`src/rtl/regfile_write_arbiter_pkg.sv`:
```
// Shared definitions for the register-file write arbiter: FSM encoding and datapath widths.
package regfile_write_arbiter_pkg;

   localparam int DATA_W = 32;
   localparam int ADDR_W = 4;

   localparam logic [ADDR_W-1:0] REG_ZERO = 4'd0;

   typedef enum logic {
      ST_ARB    = 1'b0,
      ST_LOCKED = 1'b1
   } arb_state_e;

endpackage

```
`src/rtl/regfile_write_arbiter_rr_pick.sv`:
```
// Rotating-priority picker: first valid requester at or after i_ptr, wrapping modulo NREQ.
module regfile_write_arbiter_rr_pick #(
   parameter int NREQ = 4
) (
   input  logic [NREQ-1:0] i_valid,
   input  logic [2:0]      i_ptr,
   output logic [NREQ-1:0] o_grant,
   output logic [2:0]      o_idx,
   output logic            o_any
);

   int w_j;

   always_comb begin
      o_grant = '0;
      o_idx   = '0;
      o_any   = 1'b0;
      w_j     = 0;
      for (int k = 0; k < NREQ; k++) begin
         w_j = int'(i_ptr) + k;
         if (w_j >= NREQ) w_j = w_j - NREQ;
         if (!o_any && i_valid[w_j]) begin
            o_any        = 1'b1;
            o_grant[w_j] = 1'b1;
            o_idx        = 3'(w_j);
         end
      end
   end

endmodule

```
`src/rtl/regfile_write_arbiter.sv`:
```
// Round-robin arbiter sharing the register file write port, with bounded port lock and r0 filter.
module regfile_write_arbiter
   import regfile_write_arbiter_pkg::*;
#(
   parameter int NREQ         = 4,
   parameter int LOCK_MAX     = 8,
   parameter int ZERO_DISCARD = 1
) (
   input  logic                     i_clk,
   input  logic                     i_rst,
   input  logic [NREQ-1:0]          i_req_valid,
   input  logic [NREQ-1:0]          i_req_lock,
   input  logic [ADDR_W*NREQ-1:0]   i_req_addr,
   input  logic [DATA_W*NREQ-1:0]   i_req_data,
   output logic [NREQ-1:0]          o_req_ready,
   input  logic                     i_wr_stall,
   output logic                     o_wr_en,
   output logic [ADDR_W-1:0]        o_wr_addr,
   output logic [DATA_W-1:0]        o_wr_data,
   output logic [2:0]               o_grant_id,
   output logic                     o_locked
);

   localparam int CW = $clog2(LOCK_MAX + 1);

   arb_state_e          r_state, w_state_nxt;
   logic [2:0]          r_ptr, r_owner;
   logic [CW-1:0]       r_lock_cnt;
   logic                r_wr_en;
   logic [ADDR_W-1:0]   r_wr_addr;
   logic [DATA_W-1:0]   r_wr_data;
   logic [2:0]          r_grant_id;

   logic                w_accept, w_take, w_force, w_drop;
   logic [NREQ-1:0]     w_elig, w_gnt_oh;
   logic [2:0]          w_gnt_idx;
   logic                w_gnt_any;
   logic [ADDR_W-1:0]   w_sel_addr;
   logic [DATA_W-1:0]   w_sel_data;
   logic                w_sel_lock;

   function automatic logic [2:0] next_idx(input logic [2:0] idx);
      return (idx == 3'(NREQ - 1)) ? 3'd0 : idx + 3'd1;
   endfunction

   // Nothing is consumed while reset is held, so no beat is lost across reset.
   assign w_accept = (!r_wr_en || !i_wr_stall) && !i_rst;

   always_comb begin
      w_elig = '0;
      for (int i = 0; i < NREQ; i++)
         w_elig[i] = i_req_valid[i] && (r_state == ST_ARB || r_owner == 3'(i));
   end

   regfile_write_arbiter_rr_pick #(.NREQ(NREQ)) u_pick (
      .i_valid (w_elig),
      .i_ptr   (r_ptr),
      .o_grant (w_gnt_oh),
      .o_idx   (w_gnt_idx),
      .o_any   (w_gnt_any)
   );

   always_comb begin
      w_sel_addr = '0;
      w_sel_data = '0;
      for (int i = 0; i < NREQ; i++) begin
         w_sel_addr = w_sel_addr | (i_req_addr[ADDR_W*i +: ADDR_W] & {ADDR_W{w_gnt_oh[i]}});
         w_sel_data = w_sel_data | (i_req_data[DATA_W*i +: DATA_W] & {DATA_W{w_gnt_oh[i]}});
      end
   end

   assign w_sel_lock  = |(i_req_lock & w_gnt_oh);
   assign w_take      = w_accept && w_gnt_any;
   assign w_force     = (r_state == ST_LOCKED) && (r_lock_cnt == CW'(LOCK_MAX - 1));
   assign w_drop      = (ZERO_DISCARD != 0) && (w_sel_addr == REG_ZERO);
   assign o_req_ready = w_gnt_oh & {NREQ{w_accept}};

   always_comb begin
      w_state_nxt = r_state;
      if (r_state == ST_ARB) begin
         if (w_take && w_sel_lock) w_state_nxt = ST_LOCKED;
      end else begin
         if (w_force || (w_take && !w_sel_lock)) w_state_nxt = ST_ARB;
      end
   end

   always_ff @(posedge i_clk) begin
      if (i_rst) begin
         r_state    <= ST_ARB;
         r_ptr      <= '0;
         r_owner    <= '0;
         r_lock_cnt <= '0;
         r_wr_en    <= 1'b0;
         r_wr_addr  <= '0;
         r_wr_data  <= '0;
         r_grant_id <= '0;
      end else begin
         r_state <= w_state_nxt;

         if (r_state == ST_ARB && w_take && w_sel_lock) begin
            r_owner    <= w_gnt_idx;
            r_lock_cnt <= '0;
         end else if (r_state == ST_LOCKED) begin
            r_lock_cnt <= r_lock_cnt + CW'(1);
         end

         // While locked only the owner can win, so the pointer always resumes after the owner.
         if (r_state == ST_LOCKED)
            r_ptr <= next_idx(r_owner);
         else if (w_take)
            r_ptr <= next_idx(w_gnt_idx);

         if (w_take) begin
            if (w_drop) begin
               r_wr_en <= 1'b0;
            end else begin
               r_wr_en    <= 1'b1;
               r_wr_addr  <= w_sel_addr;
               r_wr_data  <= w_sel_data;
               r_grant_id <= w_gnt_idx;
            end
         end else if (w_accept) begin
            r_wr_en <= 1'b0;
         end
      end
   end

   assign o_wr_en    = r_wr_en;
   assign o_wr_addr  = r_wr_addr;
   assign o_wr_data  = r_wr_data;
   assign o_grant_id = r_grant_id;
   assign o_locked   = (r_state == ST_LOCKED);

endmodule

```
`config.mk`:
```
export PLATFORM = sky130hd
export DESIGN_NAME = regfile_write_arbiter
export DESIGN_NICKNAME = d
export VERILOG_FILES = /design/src/rtl/regfile_write_arbiter_pkg.sv /design/src/rtl/regfile_write_arbiter_rr_pick.sv /design/src/rtl/regfile_write_arbiter.sv
export SDC_FILE = /design/constraint.sdc
export NUM_CORES = 1
export LEC_CHECK = 0
export ABC_AREA = 1
export BUFFER_PORTS_ARGS = -buffer_cell sky130_fd_sc_hd__buf_2
export CORE_MARGIN = 4
export CORE_UTILIZATION = 45
export CTS_BUF_LIST = sky130_fd_sc_hd__clkbuf_4
export CTS_CLUSTER_DIAMETER = 80
export CTS_CLUSTER_SIZE = 30
export DETAILED_ROUTE_END_ITERATION = 7
export PLACE_DENSITY = 0.81
export SYNTH_ARGS = -nofsm -noshare
export SYNTH_HDL_FRONTEND = slang
export SYNTH_SLANG_ARGS = --single-unit
```
`constraint.sdc`:
```
create_clock -name i_clk -period 3.2 [get_ports i_clk]
set_input_delay 0.48 -clock i_clk [delete_from_list [all_inputs] [get_ports i_clk]]
set_output_delay 0.48 -clock i_clk [all_outputs]
set_load 0.1 [all_outputs]
```
; ---- Yosys cells after proc, flatten, opt, wreduce, memory -nomap -nowiden
; Index checks and enable logic that the tools add are counted.
[word_totals]
ff_bits = 51
[op_classes]
addsub = 10
order_cmp = 12
n_eq_ne = 5
muxes = 46
bitwise_logic = 21
n_reduce_logical = 38
[ops]
columns = op, n
row1 = 32-bit bitwise AND, 4
row2 = "32-bit by 1-bit greater-or-equal comparator with 1-bit output, second input constant", 4
row3 = "32-bit by 4-bit less-than comparator with 1-bit output, second input constant", 4
row4 = 32-bit two-way mux, 4
row5 = "32-bit by 4-bit greater-or-equal comparator with 1-bit output, second input constant", 3
row6 = 32-bit OR, 3
row7 = "32-bit by 4-bit subtractor with 32-bit output, second input constant", 3
row8 = 4-bit bitwise AND, 6
row9 = 3-bit two-way mux, 8
row10 = 4-bit OR, 6
row11 = 1-bit two-way mux, 22
row12 = 1-bit logical AND, 18
row13 = 4-bit two-way mux, 4
row14 = "3-bit by 2-bit == test with 1-bit output, second input constant", 3
row15 = "3-bit by 2-bit adder with 4-bit output, second input constant", 2
row16 = 1-bit binary-select mux with 2-bit select, 4
row17 = 1-bit demux with 2-bit select, 4
row18 = 1-bit zero test, 7
row19 = "3-bit by 1-bit adder with 3-bit output, second input constant", 2
row20 = 1-bit logical OR, 6
row21 = "3-bit by 1-bit adder with 4-bit output, second input constant", 1
row22 = "4-bit by 1-bit adder with 4-bit output, second input constant", 1
row23 = "4-bit by 3-bit == test with 1-bit output, second input constant", 1
row24 = 4-bit zero test, 1
row25 = 9 further kinds, 11

; ---- Logic depth before layout (Yosys ltp)
; Gate-level depths: netlist of the first run.
[depth]
word_depth = 23
mapped_depth = 24
mapped_depth_nobuf = 21

; ---- Hierarchy
; From an unflattened synthesis of the first run, not the netlist that was laid out.
[hier_totals]
hier_cells = 574
hier_area_um2 = 3603.5
[modules_own_cells]
columns = module, n_inst, cells_each, area_per_inst_um2
row1 = regfile_write_arbiter, 1, 481, 2992.9
row2 = regfile_write_arbiter_rr_pick, 1, 93, 610.6

; ---- Worst setup path before layout of the first run
; No wires, ideal clock.
[synth_path]
path_type = register to output
from = register r_state, in the netlist o_locked
to = output o_req_ready[3]
arrival_time_ns = 3.854
slack_ns = -1.134
stages_incl_launch_ff = 14
path_buffers = 3
path_cell_list = dfxtp_1 -> buf_4 -> nand2_1 -> nand4_1 -> nand3_2 -> nand2_4 -> nand3_2 -> nor2_4 -> a21oi_1 -> nand2_1 -> buf_4 -> clkbuf_1 -> inv_1 -> nor2_1
[synth_via]
elab_chain_len = 17
[synth_lines]
columns = item, line
row1 = start: declaration, regfile_write_arbiter.sv:26  ; arb_state_e r_state, w_state_nxt;
row2 = start signal: assignment, regfile_write_arbiter.sv:98  ; r_state <= w_state_nxt;
row3 = 1-bit NOT (*), regfile_write_arbiter.sv:52  ; w_elig[i] = i_req_valid[i] && (r_state == ST_ARB || r_owner == 3'(i));
row4 = 1-bit logical OR, regfile_write_arbiter.sv:52
row5 = 1-bit logical AND, regfile_write_arbiter.sv:52
row6 = 1-bit binary-select mux with 2-bit select, regfile_write_arbiter_rr_pick.sv:22  ; if (!o_any && i_valid[w_j]) begin
row7 = 1-bit two-way mux (not written as such) (2 in series), regfile_write_arbiter_rr_pick.sv:22
row8 = 1-bit two-way mux, regfile_write_arbiter_rr_pick.sv:22
row9 = 1-bit zero test, regfile_write_arbiter_rr_pick.sv:22
row10 = 1-bit logical AND, regfile_write_arbiter_rr_pick.sv:22
row11 = 1-bit two-way mux, regfile_write_arbiter_rr_pick.sv:22
row12 = 1-bit zero test, regfile_write_arbiter_rr_pick.sv:22
row13 = 1-bit logical AND, regfile_write_arbiter_rr_pick.sv:22
row14 = 1-bit two-way mux, regfile_write_arbiter_rr_pick.sv:22
row15 = 1-bit zero test, regfile_write_arbiter_rr_pick.sv:22
row16 = 1-bit logical AND, regfile_write_arbiter_rr_pick.sv:22
row17 = 4-bit two-way mux (*), regfile_write_arbiter_rr_pick.sv:22
row18 = 4-bit bitwise AND (*), regfile_write_arbiter.sv:76  ; assign o_req_ready = w_gnt_oh & {NREQ{w_accept}};
row19 = end: declaration, regfile_write_arbiter.sv:15  ; output logic [NREQ-1:0] o_req_ready,
; Mark *: on every way between the ends. The rest lies on a longest branch, timed or not. The select of a mux whose other input is x is not followed.

; ---- Worst setup path after layout of the first run
[layout_path]
from = register r_owner[0]
to = output o_req_ready[0]
[layout_via]
elab_chain_len = 17
[layout_lines]
columns = item, line
row1 = start: declaration, regfile_write_arbiter.sv:27  ; logic [2:0] r_ptr, r_owner;
row2 = start signal: assignment, regfile_write_arbiter.sv:101  ; r_owner <= w_gnt_idx;
row3 = 3-bit by 1-bit == test with 1-bit output (tied with other cells), regfile_write_arbiter.sv:52
row4 = 1-bit logical OR, regfile_write_arbiter.sv:52
row5 = 1-bit logical AND, regfile_write_arbiter.sv:52
row6 = 1-bit binary-select mux with 2-bit select, regfile_write_arbiter_rr_pick.sv:22
row7 = 1-bit two-way mux (not written as such) (2 in series), regfile_write_arbiter_rr_pick.sv:22
row8 = 1-bit two-way mux, regfile_write_arbiter_rr_pick.sv:22
row9 = 1-bit zero test, regfile_write_arbiter_rr_pick.sv:22
row10 = 1-bit logical AND, regfile_write_arbiter_rr_pick.sv:22
row11 = 1-bit two-way mux, regfile_write_arbiter_rr_pick.sv:22
row12 = 1-bit zero test, regfile_write_arbiter_rr_pick.sv:22
row13 = 1-bit logical AND, regfile_write_arbiter_rr_pick.sv:22
row14 = 1-bit two-way mux, regfile_write_arbiter_rr_pick.sv:22
row15 = 1-bit zero test, regfile_write_arbiter_rr_pick.sv:22
row16 = 1-bit logical AND, regfile_write_arbiter_rr_pick.sv:22
row17 = 4-bit two-way mux (*), regfile_write_arbiter_rr_pick.sv:22
row18 = 4-bit bitwise AND (*), regfile_write_arbiter.sv:76
; Marked as above.

==> results of run 1 <==
[power groups by stage]
| stage | combinational, W | sequential [W] | clock (W) |
|---|---|---|---|
| 3_3_place_gp | 0.00497 | 0.00102 | 0 |
| 5_1_grt | 0.00559 | 0.00105 | 0.000340 |
| 3_5_place_dp | 0.00505 | 0.00103 | 0 |
| 4_1_cts | 0.00507 | 0.00101 | 0.000311 |
| 6_report | 0.00509 | 0.00102 | 0.000301 |
| 2_1_floorplan | 0.00290 | 0.00219 | 0 |
[state kept, by name (all words and copies together), names as in the netlist]
signal / count
o_grant_id: 3
o_wr_en: 1
r_ptr: 3
o_locked: 1
r_owner: 3
o_wr_data: 32
r_lock_cnt: 4
o_wr_addr: 4
[what timing repair did]
| action | CTS | global route |
|---|---|---|
| hold buffers | 0 | 0 |
| setup endpoints to repair | 0 | 28 |
| buffers inserted | 0 | 1 |
| resized for setup | 0 | 7 |
[stage by stage]
step / utilization / area [um2]
final: 0.639 / 4730
after global routing: 0.639 / 4730
after CTS: 0.636 / 4710
after detailed placement: 0.628 / 4650
after global placement: 0.628 / 4650
after floorplan: - / 3540
[final cells by class]
cell class / instances / area share
clock inverters: 2 / 0.00264
flip-flops and latches: 51 / 0.217
clock buffers: 6 / 0.00951
inverters: 32 / 0.0254
multi-input cells: 464 / 0.472
well taps: 99 / 0.0262
repair buffers: 216 / 0.247
[cell families after synthesis]
kind of cell | Yosys count | synth area share
AO/OA/AOI/OAI | 64 | 0.132
AND/OR/NAND/NOR | 384 | 0.439
flip-flops | 51 | 0.291
adder cells (fa/ha/maj) | 14 | 0.0499
XOR/XNOR | 2 | 0.00499
buffers and inverters | 60 | 0.0831
[layout by cell type, fill, tap and decap left out, types with 2 or more instances in the layout]
master	instances
a211oi_1	2
a21oi_1	10
a21oi_2	4
a221oi_1	32
a31oi_1	3
buf_12	3
buf_2	195
buf_4	16
clkbuf_4	8
clkinv_1	2
dfxtp_1	48
dfxtp_2	2
ha_1	14
inv_1	28
inv_2	3
nand2_1	245
nand2_2	4
nand2_4	2
nand3_1	9
nand3_2	2
nand4_1	11
nor2_1	99
nor2_4	5
nor3_1	3
o21ai_0	10
[worst paths after layout]
check | startpoint | end
setup / recovery | r_owner[0]$_SDFFE_PP0P_ | o_req_ready[0]
hold / removal | i_rst | o_wr_addr[2]$_SDFFE_PP0P_
setup reg to reg | r_owner[0]$_SDFFE_PP0P_ | o_grant_id[2]$_SDFFE_PP0P_
hold reg to reg | o_wr_data[26]$_SDFFE_PP0P_ | o_wr_data[26]$_SDFFE_PP0P_
[layer usage]
metal / vias up / wire, um / global-route usage
li1: 2246 / - / -
met1: 1996 / 4850 / 0.288
met2: 176 / 6320 / 0.460
met3: 30 / 1010 / 0.0563
met4: 0 / 288 / 0.0724
met5: - / 0 / 0
==> impl_metrics.env, run 1 <==
export IMPL_p_per_area_nw_per_um2=1350
export IMPL_hpwl_um=9980
export IMPL_path_cells="inv_1, ha_1, inv_1, nand2_1, nand4_1, nand3_2, nand2_4, nand3_2, nor2_4, nand4_1, a21oi_2, clkbuf_4"
export IMPL_drt_pass1_iterations=4
export IMPL_overflow=0
export IMPL_multi_input_area_um2=2230
export IMPL_max_stage_delay_ps=380
export IMPL_dieArea_um2=9280
export IMPL_ys_seq_area_frac=0.291
export IMPL_path_clk_slew_ps=150
export IMPL_place_inst=861
export IMPL_comb_power_share=0.794
export IMPL_drc=0
export IMPL_outcome="complete, no violations"
export IMPL_skew_ps=22.6
export IMPL_rsz0062_at_grt="no"
export IMPL_clock_fmax_ghz=0.333
export IMPL_synth_common_cells="247 x nand2_1, 101 x nor2_1, 51 x dfxtp_1"
export IMPL_worst_path_buf_inv=3
export IMPL_hp_class="in2reg"
export IMPL_drt_initial_drc_count=202
export IMPL_fillers=732
export IMPL_r2r_setup_slack_ps=320
export IMPL_async_flop_share=0
export IMPL_intPower_w=0.00241
export IMPL_wl_um=12500
export IMPL_synth_most_common_cell="nand2_1"
export IMPL_max_slew_margin=0.656
export IMPL_synthesis_instances=575
export IMPL_synth_main_ff_cell="dfxtp_1"
export IMPL_diodes=0
export IMPL_peakVddDrop_mv=0.751
export IMPL_finalWorstPathRequiredPeriod_ps=3000
export IMPL_io_buffers=199
export IMPL_clock_latency_ps=370
export IMPL_crit_slowest_cell="dfxtp_2"
export IMPL_syn_nets=744
export IMPL_die_h_um=96.3
export IMPL_synth_top_area_share=0.291
export IMPL_power_frac_seq=0.159
export IMPL_seq_area_um2=1030
export IMPL_synth_edf_count=0
export IMPL_finalNonFillerCells=870
export IMPL_detail_route_vias_per_cell=5.11
export IMPL_ys_ff_latch=51
export IMPL_post_route_period_util=0.938
export IMPL_cts_buffers=5
export IMPL_hold_ws_ps=365
export IMPL_reg2regPathDepth=21
export IMPL_core_area_um2=7410
export IMPL_cp_depth=12
export IMPL_setup_slack_ps=197
export IMPL_nNetsFinal=939
export IMPL_initial_core_util=0.474
export IMPL_final_antenna_net_count=0
export IMPL_slew_viol_final=0
export IMPL_tns_ps=0
export IMPL_cellLeakagePower_nw=2.61
export IMPL_grt_antenna_before_repair=0
export IMPL_synth_area_leader_cell="dfxtp_1"
export IMPL_synth_area_um2=3510
export IMPL_wl_per_cell_um=14.3
export IMPL_rows=31
export IMPL_arrival_ps=2520
export IMPL_drive_above_1_share=0.320
export IMPL_swShare=0.624
export IMPL_htreeDepth=2
export IMPL_crit_type="reg2out"
export IMPL_cp_top_family="simple AND/OR/NAND/NOR gates"
export IMPL_path_max_fanout=7
export IMPL_worst_slew_pin_slew_ps=520
export IMPL_grt_pass1_vias=4062
export IMPL_grt_usage=0.251
export IMPL_preCtsSetupSlack_ps=274
export IMPL_area_growth_pct=34.9
export IMPL_required_ps=2720
export IMPL_vias=4448
export IMPL_gp_congestion=0.885
export IMPL_power_w=0.00641
export IMPL_setup_violations=0
export IMPL_final_hold_viol_count=0
export IMPL_end_kind="output port"
export IMPL_avgSynthCellArea_um2=6.10
export IMPL_die_w_um=96.3
export IMPL_clk_path_buf_depth=2
export IMPL_grt_pass1_wl_um=18400
export IMPL_cp_start_kind="register"
export IMPL_yosys_cell_types_count=34
export IMPL_maxCapViolCount=0
export IMPL_cts_sinks=51
export IMPL_min_path_cells=2
export IMPL_pwr_share_clk=0.047
export IMPL_ios=200
export IMPL_cts_root_buf="clkbuf_4"
export IMPL_grt_start_max_net_pins=57
export IMPL_cts_tree="yes"
export IMPL_synth_warnings=0
export IMPL_synth_area_top_cells="dfxtp_1 29%, nand2_1 26%, nor2_1 11%, a221oi_1 8.0%, ha_1 5.0%"
export IMPL_p_switching_w=0.00400
No activity file was read; power rests on OpenSTA's default activity.
==> run 2: changes to the inputs <==
--- a/config.mk
+++ b/config.mk
@@ -8,12 +8,12 @@
 export ABC_AREA = 1
 export BUFFER_PORTS_ARGS = -buffer_cell sky130_fd_sc_hd__buf_2
 export CORE_MARGIN = 4
-export CORE_UTILIZATION = 45
+export CORE_UTILIZATION = 46
 export CTS_BUF_LIST = sky130_fd_sc_hd__clkbuf_4
 export CTS_CLUSTER_DIAMETER = 80
 export CTS_CLUSTER_SIZE = 30
 export DETAILED_ROUTE_END_ITERATION = 7
-export PLACE_DENSITY = 0.81
+export PLACE_DENSITY = 0.82
 export SYNTH_ARGS = -nofsm -noshare
 export SYNTH_HDL_FRONTEND = slang
 export SYNTH_SLANG_ARGS = --single-unit
==> run 2 against run 1 <==
Compared with the run above: core utilization up 4.0 points; sequential power about the same; worst setup slack better by 3.2 ps; non-clock buffer count up 12; critical path depth unchanged; wire length up 4.0%; highest routed layer unchanged.
==> impl_metrics.env, run 2 (same netlist as run 1, synthesis figures left out) <==
export IMPL_outcome="complete, no violations"
export IMPL_gp_congestion=0.882
export IMPL_grt_start_max_net_pins=47
export IMPL_layout_common_cells="244 x nand2_1, 195 x buf_2, 95 x nor2_1, 49 x dfxtp_1, 32 x a221oi_1"
export IMPL_dr_wl_met2_um=6360
export IMPL_diodes=0
export IMPL_drc=0
export IMPL_vias=4551
export IMPL_multi_input_area_um2=2280
export IMPL_drive_above_1_share=0.344
export IMPL_hp_class="in2reg"
export IMPL_wl_met1_um=5260
export IMPL_overflow=0
export IMPL_core_area_um2=7330
export IMPL_placed_cell_area_um2=4670
export IMPL_cp_start_kind="register"
export IMPL_min_path_cells=2
export IMPL_rows=31
export IMPL_power_w=0.00711
export IMPL_post_route_period_util=0.937
export IMPL_reg2reg_to="o_wr_data[26]$_SDFFE_PP0P_"
export IMPL_r2r_setup_slack_ps=240
export IMPL_io_buffers=199
export IMPL_dr_wl_met3_um=1140
export IMPL_min_to="o_locked$_SDFF_PP0_"
export IMPL_cts_buffers=5
export IMPL_grt_antenna_before_repair=0
export IMPL_htreeDepth=2
export IMPL_max_slew_margin=0.652
export IMPL_finalNonFillerCells=885
export IMPL_seq_area_um2=1030
export IMPL_setup_violations=0
export IMPL_peakVddDrop_mv=1.01
export IMPL_final_area_um2=4980
export IMPL_nNetsFinal=954
export IMPL_fillers=644
export IMPL_drt_pass1_iterations=5
export IMPL_drt_initial_drc_count=184
export IMPL_place_inst=862
export IMPL_area_growth_pct=41.8
export IMPL_end_kind="output port"
export IMPL_initial_core_util=0.479
export IMPL_finalWorstPathRequiredPeriod_ps=3000
export IMPL_dieArea_um2=9090
export IMPL_clock_fmax_ghz=0.333
export IMPL_final_common_cell="nand2_1"
export IMPL_cts_tree="yes"
export IMPL_die_h_um=95.3
export IMPL_arrival_ps=2520
export IMPL_path_clk_slew_ps=160
export IMPL_hpwl_um=9790
export IMPL_detail_route_vias_per_cell=5.14
export IMPL_path_max_fanout=7
export IMPL_clock_latency_ps=370
export IMPL_wl_um=13000
export IMPL_grt_pass1_wl_um=18000
export IMPL_critPathLaunch="r_owner[1]$_SDFFE_PP0P_"
export IMPL_grt_usage=0.249
export IMPL_clk_path_buf_depth=2
export IMPL_wl_per_cell_um=14.7
export IMPL_ios=200
export IMPL_maxCapViolCount=0
export IMPL_cts_root_buf="clkbuf_4"
export IMPL_rsz0062_at_grt="yes"
export IMPL_slew_viol_final=0
export IMPL_largest_reg_flops=32
export IMPL_die_w_um=95.3
export IMPL_top_layer_used="met4"
export IMPL_skew_ps=20.8
export IMPL_min_from="i_rst"
export IMPL_crit_type="reg2out"
export IMPL_required_ps=2720
export IMPL_reg2regPathDepth=22
export IMPL_final_antenna_net_count=0
export IMPL_p_per_area_nw_per_um2=1430
export IMPL_final_hold_viol_count=0
export IMPL_worst_slew_pin_slew_ps=517
export IMPL_cts_sinks=51
export IMPL_cellLeakagePower_nw=2.73
export IMPL_grt_pass1_vias=3905
export IMPL_r2r_start="r_owner[1]$_SDFFE_PP0P_"
[run 2: cell types whose count changed in the layout (fill, tap and decap cells not counted), sizes merged]
cell	before	now
buf	214	224
clkbuf	8	10
clkinv	3	1
nand2	251	253
bufinv	0	1
clkinvlp	0	1
nor2	104	105
[run 2: repair_timing]
item / CTS / global route
setup endpoints to repair: 2 / 42
cloned: 0 / 7
pin swaps: 0 / 6
gates resized for setup: 2 / 17
buffers inserted: 0 / 8
hold buffers: 0 / 0
hold endpoints to repair: 0 / 0
[run 2: area by class of cell]
type                    count  area share
clock inverters             2     0.00754
multi-input cells         467       0.459
flip-flops and latches     51       0.206
repair buffers            228       0.270
clock buffers               6     0.00905
inverters                  32      0.0241
well taps                  99      0.0249
[run 2: per-stage QoR]
step / hold slack, ps / setup WS (ps) / setup TNS (ps) / utilization
after CTS: 325 / 111 / 0 / 0.649
after global routing: 320 / -33.4 / -85.8 / 0.679
after detailed placement: 460 / 68.8 / 0 / 0.637
final: 341 / 200 / 0 / 0.679
after floorplan: 456 / 89.7 / 0 / -
after global placement: 451 / 261 / 0 / 0.637
[run 2: where the power goes]
| group | switching [W] | total, W | leakage (nW) | internal, W |
|---|---|---|---|---|
| registers | 0.000137 | 0.00101 | 0.422 | 0.000871 |
| clock network | 0.000207 | 0.000380 | 0.0419 | 0.000174 |
| logic | 0.00393 | 0.00572 | 2.26 | 0.00179 |
[run 2: how the worst max path moves through the flow]
stage | slack [ps] | cells after the start | end
2_1_floorplan | 90 | 13 | o_req_ready[3]
3_3_place_gp | 260 | 21 | o_wr_data[16]$_SDFFE_PP0P_
3_5_place_dp | 70 | 21 | o_wr_data[21]$_SDFFE_PP0P_
4_1_cts | 110 | 14 | o_req_ready[1]
5_1_grt | -30 | 14 | o_req_ready[1]
6_report | 200 | 12 | o_req_ready[0]
[run 2: layer usage]
layer  global-route usage  vias up
li1                     -     2276
met1                0.295     2063
met2                0.450      195
met3               0.0489       17
met4               0.0721        0
met5                    0        -
[run 2: critical path: stages (launching register included)]
cell and delay [ps]:
dfxtp_1 390, inv_1 100, ha_1 180, inv_1 50
nand2_1 80, nand4_1 90, nand3_1 110, nand2_4 120
nand3_2 120, nor2_4 170, nand4_1 240, a21oi_2 200
buf_4 310
